[src/rtl/por_rst_seq_if.sv]
// rtl/por_rst_seq_if.sv - control/status bundle of the reset sequencer
// Carries the software reset handshake and the sequenced reset / status outputs.
interface por_rst_seq_if #(
  parameter int NUM_DOM = 3,
  parameter int CNT_W   = 8
);
  logic               sw_rst_req;
  logic               sw_rst_ack;
  logic [NUM_DOM-1:0] rstb_out;
  logic               seq_done;
  logic [1:0]         seq_state;
  logic               brownout_evt;
  logic [CNT_W-1:0]   evt_cnt;

  modport master (
    output sw_rst_req,
    input  sw_rst_ack, rstb_out, seq_done, seq_state, brownout_evt, evt_cnt
  );

  modport slave (
    input  sw_rst_req,
    output sw_rst_ack, rstb_out, seq_done, seq_state, brownout_evt, evt_cnt
  );
endinterface

[src/rtl/por_rst_seq.sv]
// rtl/por_rst_seq.sv - ordered release of domain resets after POR, with brownout and software reset
// Optional run-time watchdog is built when POR_SEQ_WDT_EN is defined.
module por_rst_seq #(
  parameter int NUM_DOM     = 3,
  parameter int DLY_W       = 8,
  parameter int SYNC_STAGES = 2,
  parameter int FILT_LEN    = 4,
  parameter int CNT_W       = 8
`ifdef POR_SEQ_WDT_EN
  ,
  parameter int WDT_W       = 16
`endif
) (
  input  logic                     osc_ck,
  input  logic                     porb,
  input  logic                     pwr_ok,
  input  logic [NUM_DOM*DLY_W-1:0] dly_cfg,
`ifdef POR_SEQ_WDT_EN
  input  logic                     wdt_kick,
  output logic                     wdt_evt,
`endif
  por_rst_seq_if.slave             ctl
);

  localparam int IDX_W = (NUM_DOM > 1) ? $clog2(NUM_DOM) : 1;
  localparam int FC_W  = $clog2(FILT_LEN) + 1;

  typedef enum logic [1:0] {
    S_HOLD    = 2'd0,
    S_RELEASE = 2'd1,
    S_RUN     = 2'd2,
    S_SWRST   = 2'd3
  } state_e;

  state_e                 state_q, state_d;
  logic [SYNC_STAGES-1:0] sync_q, sync_d;
  logic [FC_W-1:0]        filt_q, filt_d;
  logic                   pok_f_q, pok_f_d;
  logic [NUM_DOM-1:0]     rstb_q, rstb_d;
  logic                   seq_done_q, seq_done_d;
  logic                   ack_q, ack_d;
  logic                   bo_evt_q, bo_evt_d;
  logic [CNT_W-1:0]       evt_cnt_q, evt_cnt_d;
  logic [IDX_W-1:0]       idx_q, idx_d;
  logic [DLY_W-1:0]       dly_q, dly_d;
  logic                   wdt_fire;

`ifdef POR_SEQ_WDT_EN
  logic [WDT_W-1:0] wdt_q, wdt_d, wdt_inc;
  logic             wdt_evt_q, wdt_evt_d;

  assign wdt_inc  = wdt_q + 1'b1;
  assign wdt_fire = (state_q == S_RUN) && !wdt_kick && (&wdt_inc);
  assign wdt_evt  = wdt_evt_q;
`else
  assign wdt_fire = 1'b0;
`endif

  // pok_f only flips after FILT_LEN consecutive disagreeing samples
  always_comb begin
    sync_d  = {sync_q[SYNC_STAGES-2:0], pwr_ok};
    pok_f_d = pok_f_q;
    filt_d  = '0;
    if (sync_q[SYNC_STAGES-1] != pok_f_q) begin
      if (filt_q == FC_W'(FILT_LEN - 1)) pok_f_d = ~pok_f_q;
      else                               filt_d  = filt_q + 1'b1;
    end
  end

  always_comb begin
    state_d    = state_q;
    rstb_d     = rstb_q;
    seq_done_d = seq_done_q;
    ack_d      = ack_q;
    bo_evt_d   = 1'b0;
    evt_cnt_d  = evt_cnt_q;
    idx_d      = idx_q;
    dly_d      = dly_q;
`ifdef POR_SEQ_WDT_EN
    wdt_d      = '0;
    wdt_evt_d  = 1'b0;
`endif
    case (state_q)
      S_HOLD: begin
        rstb_d     = '0;
        seq_done_d = 1'b0;
        ack_d      = 1'b0;
        if (pok_f_q) begin
          dly_d   = dly_cfg[DLY_W-1:0];
          idx_d   = '0;
          state_d = S_RELEASE;
        end
      end
      S_RELEASE: begin
        if (dly_q != '0) begin
          dly_d = dly_q - 1'b1;
        end else begin
          rstb_d[idx_q] = 1'b1;
          if (idx_q == IDX_W'(NUM_DOM - 1)) begin
            state_d    = S_RUN;
            seq_done_d = 1'b1;
          end else begin
            idx_d = idx_q + 1'b1;
            dly_d = dly_cfg[int'(idx_d)*DLY_W +: DLY_W];
          end
        end
      end
      S_RUN: begin
`ifdef POR_SEQ_WDT_EN
        wdt_d = wdt_kick ? '0 : wdt_inc;
`endif
        if (wdt_fire) begin
`ifdef POR_SEQ_WDT_EN
          wdt_d     = '0;
          wdt_evt_d = 1'b1;
`endif
          rstb_d     = '0;
          seq_done_d = 1'b0;
          state_d    = S_HOLD;
        end else if (ctl.sw_rst_req) begin
          rstb_d     = '0;
          seq_done_d = 1'b0;
          ack_d      = 1'b1;
          state_d    = S_SWRST;
        end
      end
      S_SWRST: begin
        if (!ctl.sw_rst_req) begin
          ack_d   = 1'b0;
          state_d = S_HOLD;
        end
      end
      default: state_d = S_HOLD;
    endcase

    // pok_f can only be low outside HOLD if it fell after HOLD was left
    if (state_q != S_HOLD && !pok_f_q) begin
      state_d    = S_HOLD;
      rstb_d     = '0;
      seq_done_d = 1'b0;
      ack_d      = 1'b0;
      bo_evt_d   = 1'b1;
      if (!(&evt_cnt_q)) evt_cnt_d = evt_cnt_q + 1'b1;
`ifdef POR_SEQ_WDT_EN
      wdt_d      = '0;
      wdt_evt_d  = 1'b0;
`endif
    end
  end

  always_ff @(posedge osc_ck or negedge porb) begin
    if (!porb) begin
      state_q    <= S_HOLD;
      sync_q     <= '0;
      filt_q     <= '0;
      pok_f_q    <= 1'b0;
      rstb_q     <= '0;
      seq_done_q <= 1'b0;
      ack_q      <= 1'b0;
      bo_evt_q   <= 1'b0;
      evt_cnt_q  <= '0;
      idx_q      <= '0;
      dly_q      <= '0;
`ifdef POR_SEQ_WDT_EN
      wdt_q      <= '0;
      wdt_evt_q  <= 1'b0;
`endif
    end else begin
      state_q    <= state_d;
      sync_q     <= sync_d;
      filt_q     <= filt_d;
      pok_f_q    <= pok_f_d;
      rstb_q     <= rstb_d;
      seq_done_q <= seq_done_d;
      ack_q      <= ack_d;
      bo_evt_q   <= bo_evt_d;
      evt_cnt_q  <= evt_cnt_d;
      idx_q      <= idx_d;
      dly_q      <= dly_d;
`ifdef POR_SEQ_WDT_EN
      wdt_q      <= wdt_d;
      wdt_evt_q  <= wdt_evt_d;
`endif
    end
  end

  assign ctl.rstb_out     = rstb_q;
  assign ctl.seq_done     = seq_done_q;
  assign ctl.sw_rst_ack   = ack_q;
  assign ctl.brownout_evt = bo_evt_q;
  assign ctl.evt_cnt      = evt_cnt_q;
  assign ctl.seq_state    = state_q;

endmodule

[src/flat_wrapper.sv]
// flat-port wrapper written by rule: the top's interface ports become plain ports
module por_rst_seq_flat 
#(
  parameter int NUM_DOM     = 3,
  parameter int DLY_W       = 8,
  parameter int SYNC_STAGES = 2,
  parameter int FILT_LEN    = 4,
  parameter int CNT_W       = 8

)
  (osc_ck, porb, pwr_ok, dly_cfg, ctl_sw_rst_req, ctl_sw_rst_ack, ctl_rstb_out, ctl_seq_done, ctl_seq_state, ctl_brownout_evt, ctl_evt_cnt);
  por_rst_seq_if #(.NUM_DOM(NUM_DOM), .CNT_W(CNT_W)) ctl_i ();
  input  logic osc_ck;
  input  logic porb;
  input  logic pwr_ok;
  input  logic [NUM_DOM*DLY_W-1:0] dly_cfg;
  input wire logic [$bits(ctl_i.sw_rst_req)-1:0] ctl_sw_rst_req;
  output wire logic [$bits(ctl_i.sw_rst_ack)-1:0] ctl_sw_rst_ack;
  output wire logic [$bits(ctl_i.rstb_out)-1:0] ctl_rstb_out;
  output wire logic [$bits(ctl_i.seq_done)-1:0] ctl_seq_done;
  output wire logic [$bits(ctl_i.seq_state)-1:0] ctl_seq_state;
  output wire logic [$bits(ctl_i.brownout_evt)-1:0] ctl_brownout_evt;
  output wire logic [$bits(ctl_i.evt_cnt)-1:0] ctl_evt_cnt;
  assign ctl_i.sw_rst_req = ctl_sw_rst_req;
  assign ctl_sw_rst_ack = ctl_i.sw_rst_ack;
  assign ctl_rstb_out = ctl_i.rstb_out;
  assign ctl_seq_done = ctl_i.seq_done;
  assign ctl_seq_state = ctl_i.seq_state;
  assign ctl_brownout_evt = ctl_i.brownout_evt;
  assign ctl_evt_cnt = ctl_i.evt_cnt;
  por_rst_seq #(.NUM_DOM(NUM_DOM), .DLY_W(DLY_W), .SYNC_STAGES(SYNC_STAGES), .FILT_LEN(FILT_LEN), .CNT_W(CNT_W)) u_core (.osc_ck(osc_ck), .porb(porb), .pwr_ok(pwr_ok), .dly_cfg(dly_cfg), .ctl(ctl_i));
endmodule
[config.mk]
export PLATFORM = sky130hd
export DESIGN_NAME = por_rst_seq_flat
export DESIGN_NICKNAME = d
export VERILOG_FILES = /design/src/rtl/por_rst_seq_if.sv /design/src/rtl/por_rst_seq.sv /design/src/flat_wrapper.sv
export SDC_FILE = /design/constraint.sdc
export NUM_CORES = 1
export LEC_CHECK = 0
export ABC_AREA = 1
export BUFFER_PORTS_ARGS = -buffer_cell sky130_fd_sc_hd__buf_2
export CELL_PAD_IN_SITES_DETAIL_PLACEMENT = 0
export CELL_PAD_IN_SITES_GLOBAL_PLACEMENT = 1
export CORE_ASPECT_RATIO = 1.5
export CORE_UTILIZATION = 40
export CTS_CLUSTER_DIAMETER = 200
export CTS_CLUSTER_SIZE = 10
export DETAILED_ROUTE_END_ITERATION = 8
export GPL_TIMING_DRIVEN = 0
export PLACE_DENSITY = 0.78
export SLEW_MARGIN = 40
export SYNTH_ARGS = -nofsm -noshare
export SYNTH_HDL_FRONTEND = slang
export SYNTH_SLANG_ARGS = --single-unit
[constraint.sdc]
create_clock -name osc_ck -period 2 [get_ports osc_ck]
set_input_delay 0.2 -clock osc_ck [delete_from_list [all_inputs] [get_ports osc_ck]]
set_output_delay 0.2 -clock osc_ck [all_outputs]
set_load 0.005 [all_outputs]
==> results by group <==
Outcome
  • Outcome: completed

Power and ir drop
  • Leakage power: roughly 1.5 nW
  • Power Dens Cells: 1486 nW/um^2
  • VDD IR max: 0.8731 mV

Routing
  • Via count of the routed design: 2134
  • DR WL/cell: 12.18 microns
  • Drt total wl: 5.395 mm
  • Remaining antenna violation count: 0
  • Initial DRC count: 42
  • Vias per cell: 4.817
  • Drt pass-1 iters: 4
  • DR DRC count: 0

Global route
  • GRT Residual Overflow: 0
  • Antenna violations before repair: 0
  • Vias in the first global route: between 2000 and 2500
  • Largest net degree at the start of global routing: 33
  • First-pass GRT wire length: 9.170 mm
  • GRT Total Usage: 0.1945

Worst setup path
  • Worst setup path class: reg -> reg
  • Worst Setup End Kind: flop
  • CP Launch Type: flop
  • WP data required: 2180 ps
  • CP Max Fanout: 11
  • Worst endpoint data arrival time: between 2000 and 2500 ps

Timing
  • Finish-stage setup viols: 0
  • RSZ-0062 raised after global routing: no
  • Final TNS setup: 0 ps
  • Tmin final: 1830 ps
  • F_max: 546.4 MHz
  • Slew Limit Fails: 0
  • Clock skew: about 4.8 ps
  • Slew @ Worst Pin: ~440 ps
  • Final Cycle Share: 0.9150
  • Post-route setup slack: 169.9 ps
  • Final Hold Viols: 0
  • Slew Limit Headroom: 0.7080

CTS
  • Clock Sink Count: 32
  • TritonCTS buffer count: 5
  • CTS tree: done
  • H-tree Lvls: 2
  • CTS root buf: clkbuf_8
  • Clk slew on worst S/H paths: 70 ps
  • Longest Clk Path Bufs: 2
  • Worst skew pair latency: between 200 and 300 ps
  • # Post-CTS Setup Buffers: 0

Yosys
  • Most common cell in the netlist: nand2_1
  • Synth cell count leaders: nand2_1 (110), dfrtp_1 (32), nand3_1 (32)
  • Area contributors post-synth: dfrtp_1 (34%), nand2_1 (18%), nand3_1 (6.9%), ha_1 (5.9%), nor2_1 (4.8%)
  • Post-synth net total: 361
  • Adder-cell share of the synthesized area: 0.05924
  • Mean Syn Cell Area: 7.216 sq um
  • Synth Instances: 322
  • Flops & latches, synth: 32
  • Synth area leader: dfrtp_1
  • Post-synthesis compound-gate area fraction: 0.04470
  • Synth Area in Simple Gates: 0.4292
  • Top-area cell type share of the netlist area: 0.3446
  • Post-synth EDFFs: 0
  • Post-synthesis xor/xnor area fraction: 0.03016
  • Synth warn: 0
  • Synth unique cells: 32
  • Share of the yosys chip area belonging to registers: 0.3446
  • Main combinational cell family by area after synthesis: simple AND/OR/NAND/NOR gates
  • Post-synthesis mux area share: 0
  • Post-Syn Area: ~2300 sq um
  • Main synth FF type: dfrtp_1
  • Async set-or-reset flop fraction in the synthesized netlist: 1.000

Floorplanning
  • Row count: 33
  • Die Height: 95.35 microns
  • CORE AREA: approximately 5500 sq um
  • Number of I/O pins: 44
  • Die Wd: ~64 microns
  • Starting density of the core: 0.4199
  • Die area: 6124 sq um

Min path
  • Hold crit path type: in -> reg

Layout
  • Inserted Diodes: 0
  • Nets: 412
  • Fillers: 582
  • Share of post-route cells with drive strength above 1: 0.2520
  • Synthesis-to-layout area growth: 17.82%

Placed design
  • IO Port Bufs: 43
  • Dpl ws: 44.64 ps
  • DPL Wire Length: 4.071 mm
  • Gp weighted congestion: 0.7882

Flow run
  • MaxCap Viol Count: 0
metal layers:
layer / up-vias / global-route usage / share of wire
li1: 1103 / - / -
met1: 987 / 0.2183 / 0.42
met2: 35 / 0.3723 / 0.53
met3: 9 / 0.02871 / 0.028
met4: 0 / 0.06111 / 0.020
met5: - / 0 / 0
worst max-delay path, cell delays in order (launching register included):
cell     delay [ps]
dfrtp_1         400
buf_6           150
inv_2            60
buf_6           140
ha_2            320
nand2_1          90
inv_2            90
nand2_1          70
nand2_1          40
o21ai_0         190
nand2_1          70
nand2_1          60
nand2_1          40
timing repair:
action / in CTS / in global routing
gates resized for setup: 0 / 2
hold endpoints to repair: 0 / 32
hold buffers: 0 / 1
endpoints found under the setup margin: 0 / 8
logic make-up (layout without fill, tap and decap cells):
kind of cell	Yosys count	after routing
xor+xnor	8	8
compound gates	18	18
fa+ha+maj	11	11
flops	32	32
buf+inv	44	95
simple gates	209	209
power by group:
| part | total (mW) | internal (mW) | switching (mW) |
|---|---|---|---|
| Sequential | 1.15 | 0.890 | 0.262 |
| Clock | 0.559 | 0.307 | 0.252 |
| Combinational | 2.36 | 0.934 | 1.42 |
| Total | 4.07 | 2.13 | 1.94 |
cells in the final DEF, fill, tap and decap left out, types with 3 or more instances in the layout:
master	instances
a21oi_1	4
buf_2	42
clkbuf_8	8
dfrtp_1	32
ha_1	10
inv_1	28
inv_2	10
nand2_1	110
nand2_2	4
nand2_4	5
nand3_1	32
nand4_1	3
nor2_1	30
nor2_2	8
nor2_4	6
nor3_1	3
o211ai_1	3
o21ai_0	5
o21ai_1	4
xnor2_1	5
xor2_1	3
stage by stage:
step / area (sq um) / power [mW] / utilization / hold WS [ps] / cells
floorplan: 2323 / 2.968 / - / -95.59 / 322
global placement: 2626 / 3.528 / 0.4747 / 308.6 / 435
detailed placement: 2626 / 3.543 / 0.4747 / 314.2 / 435
CTS: 2723 / 4.116 / 0.4921 / 12.37 / 442
global route: 2738 / 4.482 / 0.4948 / 14.22 / 443
finish: 2738 / 4.068 / 0.4948 / 18.16 / 443
cell type report:
class	instances	area [sq um]	share of cell area
buffer	6	71.32	0.02605
clock buffer	7	96.34	0.03519
inverter	38	142.6	0.05210
sequential	32	800.8	0.2925
multi-input combinational	246	1311	0.4790
timing repair buffer	44	227.7	0.08318
tap	70	87.58	0.03199
sequential cells by signal, summed over array words and instances, names as in the netlist:
name,count
u_core.ctl.rstb_out,3
u_core.ctl.brownout_evt,1
u_core.ctl.seq_state,2
u_core.sync_q,2
u_core.ctl.evt_cnt,8
u_core.idx_q,2
u_core.dly_q,8
u_core.ctl.seq_done,1
u_core.filt_q,3
u_core.pok_f_q,1
u_core.ctl.sw_rst_ack,1
path summary, 6_finish.rpt:
path | from | endpoint | slack (ps) | cells after the start
setup / recovery | u_core.idx_q[0]$_DFFE_PN0P_ | u_core.dly_q[6]$_DFFE_PN0P_ | 170 | 12
setup reg to reg | u_core.idx_q[0]$_DFFE_PN0P_ | u_core.dly_q[6]$_DFFE_PN0P_ | 170 | 12
hold / removal | pwr_ok | u_core.sync_q[0]$_DFF_PN0_ | 20 | 1
min in group asynchronous | porb | u_core.ctl.sw_rst_ack$_DFFE_PN0P_ | 390 | 2
max in group asynchronous | porb | u_core.ctl.evt_cnt[3]$_DFFE_PN0P_ | 1290 | 2
hold reg to reg | u_core.sync_q[0]$_DFF_PN0_ | u_core.sync_q[1]$_DFF_PN0_ | 360 | 0
Power figures use the tool's default switching activity.
